### config.mk
export PLATFORM = sky130hd
export DESIGN_NAME = array_repack_seq
export DESIGN_NICKNAME = d
export VERILOG_FILES = /design/src/rtl/array_repack_pkg.sv /design/src/rtl/repack_index_ctr.sv /design/src/rtl/array_repack_seq.sv
export SDC_FILE = /design/constraint.sdc
export NUM_CORES = 1
export LEC_CHECK = 0
export BUFFER_PORTS_ARGS = -buffer_cell sky130_fd_sc_hd__buf_2
export CAP_MARGIN = 20
export CORE_MARGIN = 2
export CORE_UTILIZATION = 40
export DETAILED_ROUTE_END_ITERATION = 10
export PLACE_DENSITY = 0.67
export SLEW_MARGIN = 10
export SYNTH_ARGS = -nofsm -noshare
export SYNTH_HDL_FRONTEND = slang
export SYNTH_SLANG_ARGS = --single-unit
### constraint.sdc
create_clock -name clk -period 1 [get_ports clk]
set_clock_uncertainty 0.05 [all_clocks]
set_input_delay 0 -clock clk [delete_from_list [all_inputs] [get_ports clk]]
set_output_delay 0 -clock clk [all_outputs]
set_load 0.05 [all_outputs]
### src/rtl/array_repack_pkg.sv
// Shared types and sizing helpers for the packed-word repacking sequencer
// and its index counter.
package array_repack_pkg;

  typedef enum logic {ST_IDLE, ST_SEND} state_e;

  localparam int N_I_DEF = 2;
  localparam int N_J_DEF = 3;
  localparam int W_DEF   = 4;

  // Index width that stays legal for single-entry dimensions.
  function automatic int idx_w(input int n);
    return (n <= 1) ? 1 : $clog2(n);
  endfunction

endpackage

### src/rtl/repack_index_ctr.sv
// Nested i-major/j-minor index counter; wraps to (0,0) after the last index.
module repack_index_ctr
  import array_repack_pkg::*;
#(
  parameter int N_I = N_I_DEF,
  parameter int N_J = N_J_DEF,
  localparam int IW = idx_w(N_I),
  localparam int JW = idx_w(N_J)
) (
  input  logic          clk,
  input  logic          rst,
  input  logic          clr,
  input  logic          adv,
  output logic [IW-1:0] i,
  output logic [JW-1:0] j,
  output logic          last
);

  localparam logic [IW-1:0] I_MAX = IW'(N_I - 1);
  localparam logic [JW-1:0] J_MAX = JW'(N_J - 1);

  logic i_end, j_end;

  assign i_end = (i == I_MAX);
  assign j_end = (j == J_MAX);
  assign last  = i_end && j_end;

  always_ff @(posedge clk) begin
    if (rst || clr) begin
      i <= '0;
      j <= '0;
    end else if (adv) begin
      if (j_end) begin
        j <= '0;
        i <= i_end ? '0 : i + 1'b1;
      end else begin
        j <= j + 1'b1;
      end
    end
  end

endmodule

### src/rtl/array_repack_seq.sv
// Accepts one packed [N_I][N_J][W] word and emits it element by element with
// (i,j) tags. Optional parity: ARRAY_REPACK_SEQ_PARITY_EN.
module array_repack_seq
  import array_repack_pkg::*;
#(
  parameter int N_I = N_I_DEF,
  parameter int N_J = N_J_DEF,
  parameter int W   = W_DEF,
  localparam int IW = idx_w(N_I),
  localparam int JW = idx_w(N_J)
) (
  input  logic               clk,
  input  logic               rst,
  input  logic               in_valid,
  output logic               in_ready,
  input  logic [N_I*N_J*W-1:0] in_data,
  output logic               out_valid,
  input  logic               out_ready,
  output logic [W-1:0]       out_data,
  output logic [IW-1:0]      out_i,
  output logic [JW-1:0]      out_j,
  output logic               out_last,
  output logic               busy,
`ifdef ARRAY_REPACK_SEQ_PARITY_EN
  input  logic               in_par,
  output logic               out_par,
  output logic               par_err,
`endif
  output logic               done
);

  state_e state_q, state_d;
  logic   up_q;
  logic   accept, adv;
  logic   ctr_last;
  logic   send;
  logic [IW-1:0] cur_i;
  logic [JW-1:0] cur_j;
  logic [N_I-1:0][N_J-1:0][W-1:0] hold;

  repack_index_ctr #(.N_I(N_I), .N_J(N_J)) u_ctr (
    .clk  (clk),
    .rst  (rst),
    .clr  (accept),
    .adv  (adv),
    .i    (cur_i),
    .j    (cur_j),
    .last (ctr_last)
  );

  always_ff @(posedge clk) begin
    if (rst) begin
      state_q <= ST_IDLE;
      up_q    <= 1'b0;
      done    <= 1'b0;
      hold    <= '0;
    end else begin
      state_q <= state_d;
      up_q    <= 1'b1;
      done    <= send && out_ready && ctr_last;
      if (accept) hold <= in_data;
    end
  end

  always_comb begin
    state_d = state_q;
    accept  = 1'b0;
    adv     = 1'b0;
    case (state_q)
      ST_IDLE: begin
        if (in_valid && in_ready) begin
          accept  = 1'b1;
          state_d = ST_SEND;
        end
      end
      ST_SEND: begin
        if (out_ready) begin
          adv = 1'b1;
          if (ctr_last) state_d = ST_IDLE;
        end
      end
      default: state_d = ST_IDLE;
    endcase
  end

  // Every output decodes registered state only; up_q keeps in_ready low
  // through the reset cycles.
  assign send      = (state_q == ST_SEND);
  assign in_ready  = (state_q == ST_IDLE) && up_q;
  assign out_valid = send;
  assign busy      = send;
  assign out_data  = send ? hold[cur_i][cur_j] : '0;
  assign out_i     = cur_i;
  assign out_j     = cur_j;
  assign out_last  = send && ctr_last;

`ifdef ARRAY_REPACK_SEQ_PARITY_EN
  assign out_par = ^out_data;

  always_ff @(posedge clk) begin
    if (rst)
      par_err <= 1'b0;
    else if (accept && ((^in_data) != in_par))
      par_err <= 1'b1;
  end
`endif

endmodule

==> impl_metrics.tcl, run 1 <==
set metrics [dict create \
    outcome "finished with violations" \
    violations "setup timing" \
    port-buffer-count 39 \
    swShare_pct 30.1 \
    tightest_slew_ns 0.417 \
    finalCritPeriodShare_pct 164 \
    syn_inst 156 \
    clock_path_buffers 2 \
    switchingPower_mw 0.907 \
    grt_use_total_pct 26.0 \
    dr.pass1.iters 4 \
    critPathLaunchType "flip-flop" \
    wl_per_cell_um 20.3 \
    endpoint_kind "output pin" \
    cts.sinks 30 \
    cts_tree "yes" \
    dpl_cell_area_um2 1810 \
    crit_type "reg -> out" \
    synthTopCellsByCount "nand2_1 (51), dfxtp_1 (30), a21oi_1 (19), mux2i_1 (9), a21oi_2 (6)" \
    h-tree-depth 2 \
    num_rows 21 \
    arrival_ns 1.59 \
    clk_latency_ns 0.34 \
    grt_pass1_vias 1658 \
    initial_utilization_pct 41.1 \
    via_per_inst 5.43 \
    dp_cells 250 \
    syn-cell-area_um2 1350 \
    timing.slew.headroom_pct 71.4 \
    drt_iter0_markers 131 \
    design_area_um2 2890 \
    clockPowerShare_pct 31.1 \
    grt_remaining_overflow 0 \
    path_cells "nor2_1, nand2_1, buf_4, o221ai_4, buf_6" \
    cts_buffers 5 \
    powerDensity_nw_per_um2 1040 \
    required_ns 0.95 \
    area_growth_pct 114 \
    synthFlopType "dfxtp_1" \
    drc 0 \
    ant_nets 0 \
    clk_pin_slew_ns 0.11 \
    nNetsFinal 281 \
    rsz0062_at_grt "yes" \
    internal_power_mw 2.11 \
    routabilityCongestion 0.843 \
    antenna_found_initial 1 \
    io_pins 40 \
    slowest_delay_ns 0.39 \
    cap_violations 0 \
    fmaxAchievable_mhz 611 \
    drive_above_1_share_pct 68.1 \
    dieArea_um2 3860 \
    setup_tns_ns -13.96 \
    synth_top_area_share_pct 44.4 \
    syn_area_per_cell_um2 8.66 \
    die_h_um 62.1 \
    maxSlewViolCount 0 \
    yosysMostFrequentCell "nand2_1" \
    clockRootBuffer "clkbuf_4" \
    ys_seq_area_share_pct 44.4 \
    fin_cells 301 \
    hold_slack_ns 0.183 \
    core_um2 3280 \
    vias 1635 \
    cpMaxStageDelayCell "dfxtp_4" \
    hold_viol 0 \
    async_flop_share_pct 0 \
    finalWirelength_um 6110 \
    yosys_register_bits 30 \
    dieWidth_um 62.1 \
    hpwl_um 2460 \
    synth.distinct_cells 27 \
    leakage_nw 1.21 \
    synth_area_leader_cell "dfxtp_1" \
    hold_class "in -> reg" \
    path_delay_family "flip-flops" \
    period_needed_ns 1.64 \
    timing.final.ws_setup_ns -0.637 \
    setup_viol 39 \
    syn-num-nets 184 \
    yosysWarnings 0 \
    total_power_mw 3.01 \
    yosys-top-cells-area "dfxtp_1 (44%), nand2_1 (14%), a21oi_1 (7.0%)" \
    crit_fanout 7 \
    seq_power_share_pct 43.1 \
    grt_max_degree 15 \
    p_comb_share_pct 25.8 \
    grt_pass1_wl_um 7800 \
    nFillCells 128 \
    cp.buffers_inverters 2 \
    synth-edff-count 0 \
    ir_drop_v 0.000998 \
]
[final cells by class]
| class | count | area, um2 | area share (%) |
|---|---|---|---|
| multi-input combinational | 113 | 1150 | 39.7 |
| timing repair buffer | 102 | 987 | 34.1 |
| sequential | 30 | 616 | 21.3 |
| clock buffer | 8 | 78.8 | 2.72 |
| tap | 46 | 57.6 | 1.99 |
| inverter | 1 | 3.75 | 0.130 |
| antenna | 1 | 2.50 | 0.0865 |
[placed cells by master (no fill, tap or decap)]
| master | synthesis | routed |
|---|---|---|
| a21oi_2 | 6 | 25 |
| and2b_4 | 0 | 1 |
| and3_4 | 0 | 1 |
| and3b_2 | 0 | 1 |
| and4b_1 | 1 | 1 |
| buf_12 | 0 | 6 |
| buf_2 | 4 | 29 |
| buf_4 | 4 | 9 |
| buf_6 | 3 | 23 |
| buf_8 | 0 | 9 |
| clkbuf_4 | 0 | 5 |
| clkbuf_8 | 0 | 3 |
| dfxtp_1 | 30 | 26 |
| dfxtp_4 | 0 | 4 |
| diode_2 | 0 | 1 |
| dlygate4sd3_1 | 0 | 26 |
| inv_1 | 1 | 1 |
| mux2_2 | 4 | 4 |
| mux2i_1 | 9 | 1 |
| mux2i_2 | 0 | 1 |
| mux2i_4 | 0 | 7 |
| nand2_1 | 51 | 18 |
| nand2_2 | 0 | 10 |
| nand2_4 | 0 | 23 |
| nand3_1 | 4 | 2 |
| nand3_2 | 0 | 2 |
| nand3b_1 | 1 | 1 |
| nand3b_4 | 0 | 1 |
| nand4_1 | 1 | 1 |
| nand4b_1 | 1 | 1 |
| nor2_1 | 1 | 1 |
| nor2b_4 | 0 | 1 |
| nor3_2 | 3 | 1 |
| nor3_4 | 0 | 3 |
| o211a_1 | 1 | 1 |
| o221ai_4 | 0 | 4 |
| xor2_1 | 1 | 1 |
[logic make-up (layout without fill, tap and decap cells)]
family,count (synthesis),count (layout),share of synthesized area (%)
other,0,1,0
and+or+nand+nor,69,69,23.9
AOI/OAI and AO/OA,30,30,14.3
muxes,13,13,10.0
xor gates and xnor gates,1,1,0.648
buffers and inverters,13,111,6.76
DFF,30,30,44.4
[path summary, 6_finish.rpt]
check	from	to	slack [ns]	cells past startpoint
worst min-delay path	in_valid	hold[11]$_SDFFE_PP0P_	0.18	5
worst max-delay path	u_ctr.j[1]$_SDFFE_PP0P_	out_data[2]	-0.64	5
worst min register to register	hold[10]$_SDFFE_PP0P_	hold[10]$_SDFFE_PP0P_	0.44	2
worst max register to register	busy$_SDFF_PP0_	u_ctr.j[0]$_SDFFE_PP0P_	-0.47	6
[per-layer routing]
metal / vias up / GRT usage [%] / share of wire (%)
met1: 788 / 29.7 / 39
met5: - / 0 / 0
met4: 0 / 11.1 / 5.1
li1: 725 / - / -
met3: 31 / 5.62 / 6.4
met2: 91 / 46.7 / 50
[stage by stage]
step	utilization (%)	setup slack, ns
after floorplan	-	-0.402
after global placement	55.0	-0.262
after detailed placement	55.0	-0.305
after CTS	78.4	-0.584
after global routing	88.1	-0.675
final	88.1	-0.637
[sequential cells by signal (all words and copies together) (netlist names)]
| name | flops |
|---|---|
| done | 1 |
| busy | 1 |
| u_ctr.j | 2 |
| up_q | 1 |
| u_ctr.i | 1 |
| hold | 24 |
[worst reg2reg max path, cell delays in order (launching register included)]
cell and delay, ns:
dfxtp_4 0.38, buf_6 0.13, buf_4 0.13, buf_6 0.12
nand2_4 0.07, mux2i_1 0.40, nor3_4 0.08
[timing repair]
item	CTS	global route
pin swaps	6	26
setup endpoints to repair	40	40
gates resized for setup	76	81
hold buffers	26	0
gates cloned	3	0
endpoints found under the hold margin	29	0
buffers inserted	9	6
[power groups by stage]
stage	clock network (mW)	registers [mW]	logic, mW
floorplan	0	1.31	0.229
global placement	0	1.30	0.368
detailed placement	0	1.30	0.378
CTS	0.924	1.28	0.606
global route	1.01	1.30	0.805
finish	0.937	1.30	0.779
(Power assumes the default switching activity.)
==> inputs of run 2 (changes only) <==
==> constraint.sdc (replaced) <==
create_clock -name clk -period 1 [get_ports clk]
set_clock_uncertainty 0.05 [all_clocks]
set_input_delay 0.15 -clock clk [delete_from_list [all_inputs] [get_ports clk]]
set_output_delay 0.15 -clock clk [all_outputs]
set_load 0.05 [all_outputs]
==> impl_metrics.tcl, run 2 (synthesis gave the netlist of run 1 again) <==
set metrics [dict create \
    pre_cts_ws_ns -0.443 \
    timing.final.ws_setup_ns -0.749 \
    grt_use_total_pct 23.6 \
    area_growth_pct 91.8 \
    crit_type "reg -> out" \
    top_register "hold" \
    cts.sinks 30 \
    setup_tns_ns -16.04 \
    io_pins 40 \
    violations "setup timing" \
    slowest_delay_ns 0.39 \
    ff2ff_path_depth 5 \
    finalWirelength_um 4630 \
    hold_class "in -> reg" \
    fin_cells 276 \
    leakage_nw 1.04 \
    multi_input_area_um2 1080 \
    nNetsFinal 258 \
    drive_above_1_share_pct 70.4 \
    h-tree-depth 2 \
    dieArea_um2 3860 \
    clk_latency_ns 0.34 \
    largest_registers "hold x24, u_ctr.j x2" \
    via_per_inst 5.10 \
    maxSlewViolCount 0 \
    final_common_cell "buf_2" \
    dieWidth_um 62.1 \
    arrival_ns 1.55 \
    final_cell_mix "buf_2 (27), nand2_1 (26), dfxtp_1 (25), a21oi_2 (22), buf_6 (17)" \
    tightest_slew_ns 0.311 \
    crit_end "out_data[3]" \
    path_cells "nor2_2, nand2_1, buf_4, o221ai_4, buf_6" \
    initial_utilization_pct 41.1 \
    wl_per_cell_um 16.8 \
    regArea_um2 617 \
    crit_fanout 6 \
    r2r_start "busy$_SDFF_PP0_" \
    wl_met2_um 2510 \
    vias 1407 \
    cpMaxStageDelayCell "dfxtp_4" \
    grt_pass1_vias 1467 \
    cts_buffers 5 \
    ff2ff_setup_slack_ns -0.46 \
    rsz0062_at_grt "yes" \
    total_power_mw 2.67 \
    grt_remaining_overflow 0 \
    setup_viol 41 \
    largest_reg_flops 24 \
    outcome "finished with violations" \
    routabilityCongestion 0.787 \
    powerDensity_nw_per_um2 1030 \
    die_h_um 62.1 \
    cp-startpoint "u_ctr.j[1]$_SDFFE_PP0P_" \
    period_needed_ns 1.75 \
    crit_cells 5 \
    top_layer_used "met4" \
    drc 0 \
    wl_met1_um 1860 \
    finish.utilization_pct 78.9 \
    nFillCells 182 \
    timing.slew.headroom_pct 79.2 \
    fmaxAchievable_mhz 572 \
    antenna_found_initial 0 \
    required_ns 0.80 \
    hpwl_um 2330 \
    ant_nets 0 \
    clockRootBuffer "clkbuf_4" \
    ir_drop_v 0.00120 \
    endpoint_kind "output pin" \
    cp.buffers_inverters 2 \
    critPathLaunchType "flip-flop" \
    clock_path_buffers 2 \
    hold_slack_ns 0.00659 \
    grt_max_degree 19 \
    worstReg2RegEnd "busy$_SDFF_PP0_" \
    cap_violations 0 \
    clk_pin_slew_ns 0.10 \
    diodes 0 \
    path_delay_family "flip-flops" \
    finalCritPeriodShare_pct 175 \
    cts_tree "yes" \
    design_area_um2 2590 \
    dpl_cell_area_um2 1790 \
    drt_iter0_markers 89 \
    grt_pass1_wl_um 6980 \
    port-buffer-count 39 \
    core_um2 3280 \
    num_rows 21 \
    hold_viol 0 \
    met3_wirelength_um 215 \
    dp_cells 248 \
    dr.pass1.iters 4 \
]
[run 2: power breakdown]
part | switching [mW] | internal (mW) | leakage [nW]
Clock | 0.409 | 0.331 | 0.0314
Sequential | 0.0497 | 1.24 | 0.248
Combinational | 0.329 | 0.307 | 0.756
Total | 0.787 | 1.88 | 1.04
[run 2: worst min-delay path by stage]
stage	from	to	slack, ns	depth (start not counted)
6_report	in_data[13]	hold[13]$_SDFFE_PP0P_	0.007	3
2_1_floorplan	in_data[12]	hold[12]$_SDFFE_PP0P_	0.24	2
4_1_cts	in_data[7]	hold[7]$_SDFFE_PP0P_	0.0002	3
3_5_place_dp	in_data[13]	hold[13]$_SDFFE_PP0P_	0.35	3
5_1_grt	in_data[1]	hold[1]$_SDFFE_PP0P_	-0.003	3
3_3_place_gp	in_data[13]	hold[13]$_SDFFE_PP0P_	0.34	3
[run 2: cell type report]
| cell class | count | share of cell area, % |
|---|---|---|
| multi-input combinational | 113 | 41.8 |
| timing repair buffer | 79 | 29.9 |
| sequential | 30 | 23.8 |
| tap | 46 | 2.22 |
| clock buffer | 7 | 2.12 |
| inverter | 1 | 0.145 |
[run 2: what timing repair did]
action,CTS,global route
resized for setup,89,65
buffers inserted,10,10
hold endpoints to repair,1,5
endpoints found under the setup margin,41,41
cloned,3,0
pin swaps,12,13
hold buffers,1,5
[run 2: worst reg2reg max path, delay by kind of cell, from the launching register on]
kind / cells / cell delay (ns)
flip-flops: 1 / 0.41
AND/OR/NAND/NOR: 1 / 0.26
AO/OA/AOI/OAI: 1 / 0.21
buffers and inverters: 3 / 0.42
[run 2: routing by layer]
metal / global-route usage (%) / up-vias
met3: 6.16 / 5
li1: - / 679
met4: 9.17 / 0
met1: 27.5 / 687
met5: 0 / -
met2: 41.6 / 36
==> inputs of run 3 (changes only) <==
--- a/config.mk
+++ b/config.mk
@@ -5,12 +5,12 @@
 export SDC_FILE = /design/constraint.sdc
 export NUM_CORES = 1
 export LEC_CHECK = 0
-export BUFFER_PORTS_ARGS = -buffer_cell sky130_fd_sc_hd__buf_2
 export CAP_MARGIN = 20
 export CORE_MARGIN = 2
-export CORE_UTILIZATION = 40
+export CORE_UTILIZATION = 50
 export DETAILED_ROUTE_END_ITERATION = 10
-export PLACE_DENSITY = 0.67
+export DONT_BUFFER_PORTS = 1
+export PLACE_DENSITY = 0.68
 export SLEW_MARGIN = 10
 export SYNTH_ARGS = -nofsm -noshare
 export SYNTH_HDL_FRONTEND = slang
==> impl_metrics.tcl, run 3 (synthesis gave the netlist of run 1 again) <==
set metrics [dict create \
    clk_latency_ns 0.35 \
    dr.pass1.iters 4 \
    leakage_nw 0.955 \
    nFillCells 45 \
    tightest_slew_ns 0.359 \
    crit_fanout 7 \
    routabilityCongestion 0.783 \
    num_rows 18 \
    grt_use_total_pct 27.4 \
    final_cell_mix "dfxtp_1 (25), nand2_4 (22), a21oi_2 (22), nand2_1 (19), buf_6 (15)" \
    finalCritPeriodShare_pct 184 \
    endpoint_kind "output pin" \
    rsz0062_at_grt "yes" \
    grt_remaining_overflow 0 \
    hold_class "in -> reg" \
    finish.utilization_pct 96.7 \
    outcome "finished with violations" \
    clock_path_buffers 2 \
    area_growth_pct 80.5 \
    fmaxAchievable_mhz 543 \
    crit_type "reg -> out" \
    maxSlewViolCount 0 \
    r2r_start "u_ctr.i$_SDFFE_PP0P_" \
    clk_pin_slew_ns 0.11 \
    regArea_um2 617 \
    drc 0 \
    ff2ff_path_depth 7 \
    ir_drop_v 0.00147 \
    io_pins 40 \
    hold_slack_ns -0.187 \
    port-buffer-count 0 \
    final_common_cell "dfxtp_1" \
    wl_per_cell_um 25.9 \
    grt_pass1_wl_um 6420 \
    critPathLaunchType "flip-flop" \
    nNetsFinal 224 \
    timing.final.ws_setup_ns -0.840 \
    worstReg2RegEnd "u_ctr.i$_SDFFE_PP0P_" \
    cts.sinks 30 \
    cap_violations 0 \
    timing.slew.headroom_pct 75.4 \
    cp-startpoint "u_ctr.i$_SDFFE_PP0P_" \
    diodes 0 \
    drt_iter0_markers 123 \
    h-tree-depth 2 \
    vias 1472 \
    setup_viol 41 \
    violations "hold timing, setup timing" \
    drive_above_1_share_pct 68.0 \
    antenna_found_initial 0 \
    total_power_mw 2.67 \
    multi_input_area_um2 1100 \
    required_ns 0.80 \
    cts_buffers 5 \
    arrival_ns 1.64 \
    initial_utilization_pct 53.6 \
    crit_end "out_data[0]" \
    finalWirelength_um 5890 \
    grt_max_degree 30 \
    core_um2 2520 \
    via_per_inst 6.48 \
    hpwl_um 2180 \
    top_register "hold" \
    ant_nets 0 \
    cts_tree "yes" \
    grt_pass1_vias 1318 \
    largest_registers "hold x24, u_ctr.j x2" \
    dieArea_um2 3130 \
    period_needed_ns 1.84 \
    die_h_um 56.0 \
    powerDensity_nw_per_um2 1090 \
    ff2ff_setup_slack_ns -0.65 \
    hold_viol 28 \
    clockRootBuffer "clkbuf_4" \
    largest_reg_flops 24 \
    dieWidth_um 56.0 \
    hold_buffers 2 \
]
-- run 3: changes by cell type in the layout (fill, tap and decap cells not counted), moves of 2 or more --
cell	previous run	this run
buf_12	7	12
buf_2	27	0
buf_6	17	15
buf_8	11	2
clkbuf_16	0	3
dlygate4sd3_1	6	2
mux2_2	2	4
mux2_4	2	0
mux2i_1	1	3
mux2i_2	2	0
nand2_1	26	19
nand2_4	14	22
nand3_1	0	3
nand3_2	3	1
-- run 3: per-layer routing --
metal	vias up	wire length, um	global-route usage (%)
met1	714	2090	32.2
met3	26	549	9.07
met2	119	2940	45.9
met4	0	309	10.5
li1	613	-	-
met5	-	0	0
-- run 3: how the worst min path moves through the flow --
stage                      startpoint                       to  cells past startpoint
after floorplan           in_data[12]    hold[12]$_SDFFE_PP0P_                      2
after global placement            rst  u_ctr.j[1]$_SDFFE_PP0P_                      1
after detailed placement          rst     u_ctr.i$_SDFFE_PP0P_                      1
after CTS                         rst  u_ctr.j[1]$_SDFFE_PP0P_                      1
after global routing              rst          done$_SDFF_PP0_                      1
final                             rst     hold[4]$_SDFFE_PP0P_                      1
-- run 3: through the flow --
step	cells	setup WS, ns	setup TNS [ns]	area, um2
finish	227	-0.840	-17.00	2440
global route	227	-0.890	-18.34	2440
CTS	220	-0.739	-13.31	2070
detailed placement	202	-0.408	-5.73	1690
global placement	202	-0.374	-5.07	1690
floorplan	156	-0.552	-6.97	1480
-- run 3: area by class of cell --
type | instances | area share [%]
Tap cell | 30 | 1.54
Sequential cell | 30 | 25.3
Inverter | 1 | 0.154
Timing Repair Buffer | 45 | 25.3
Clock inverter | 1 | 0.205
Clock buffer | 7 | 2.26
Multi-Input combinational cell | 113 | 45.3
-- run 3: where the power goes --
| part | internal [mW] | switching [mW] | total [mW] |
|---|---|---|---|
| logic | 0.272 | 0.290 | 0.562 |
| registers | 1.24 | 0.0629 | 1.30 |
| clock network | 0.341 | 0.464 | 0.805 |
-- run 3: critical path, stage by stage (launching register included) --
cell and delay [ns]:
dfxtp_4 0.44, buf_8 0.15, mux2i_1 0.36, o221ai_4 0.17, buf_12 0.17
-- run 3: timing repair --
item                                   CTS  global route
gates cloned                             1             4
setup endpoints to repair               41            41
setup buffers                            7             5
endpoints found under the hold margin   30            28
pin swaps                                4            23
resized for setup                       48            71
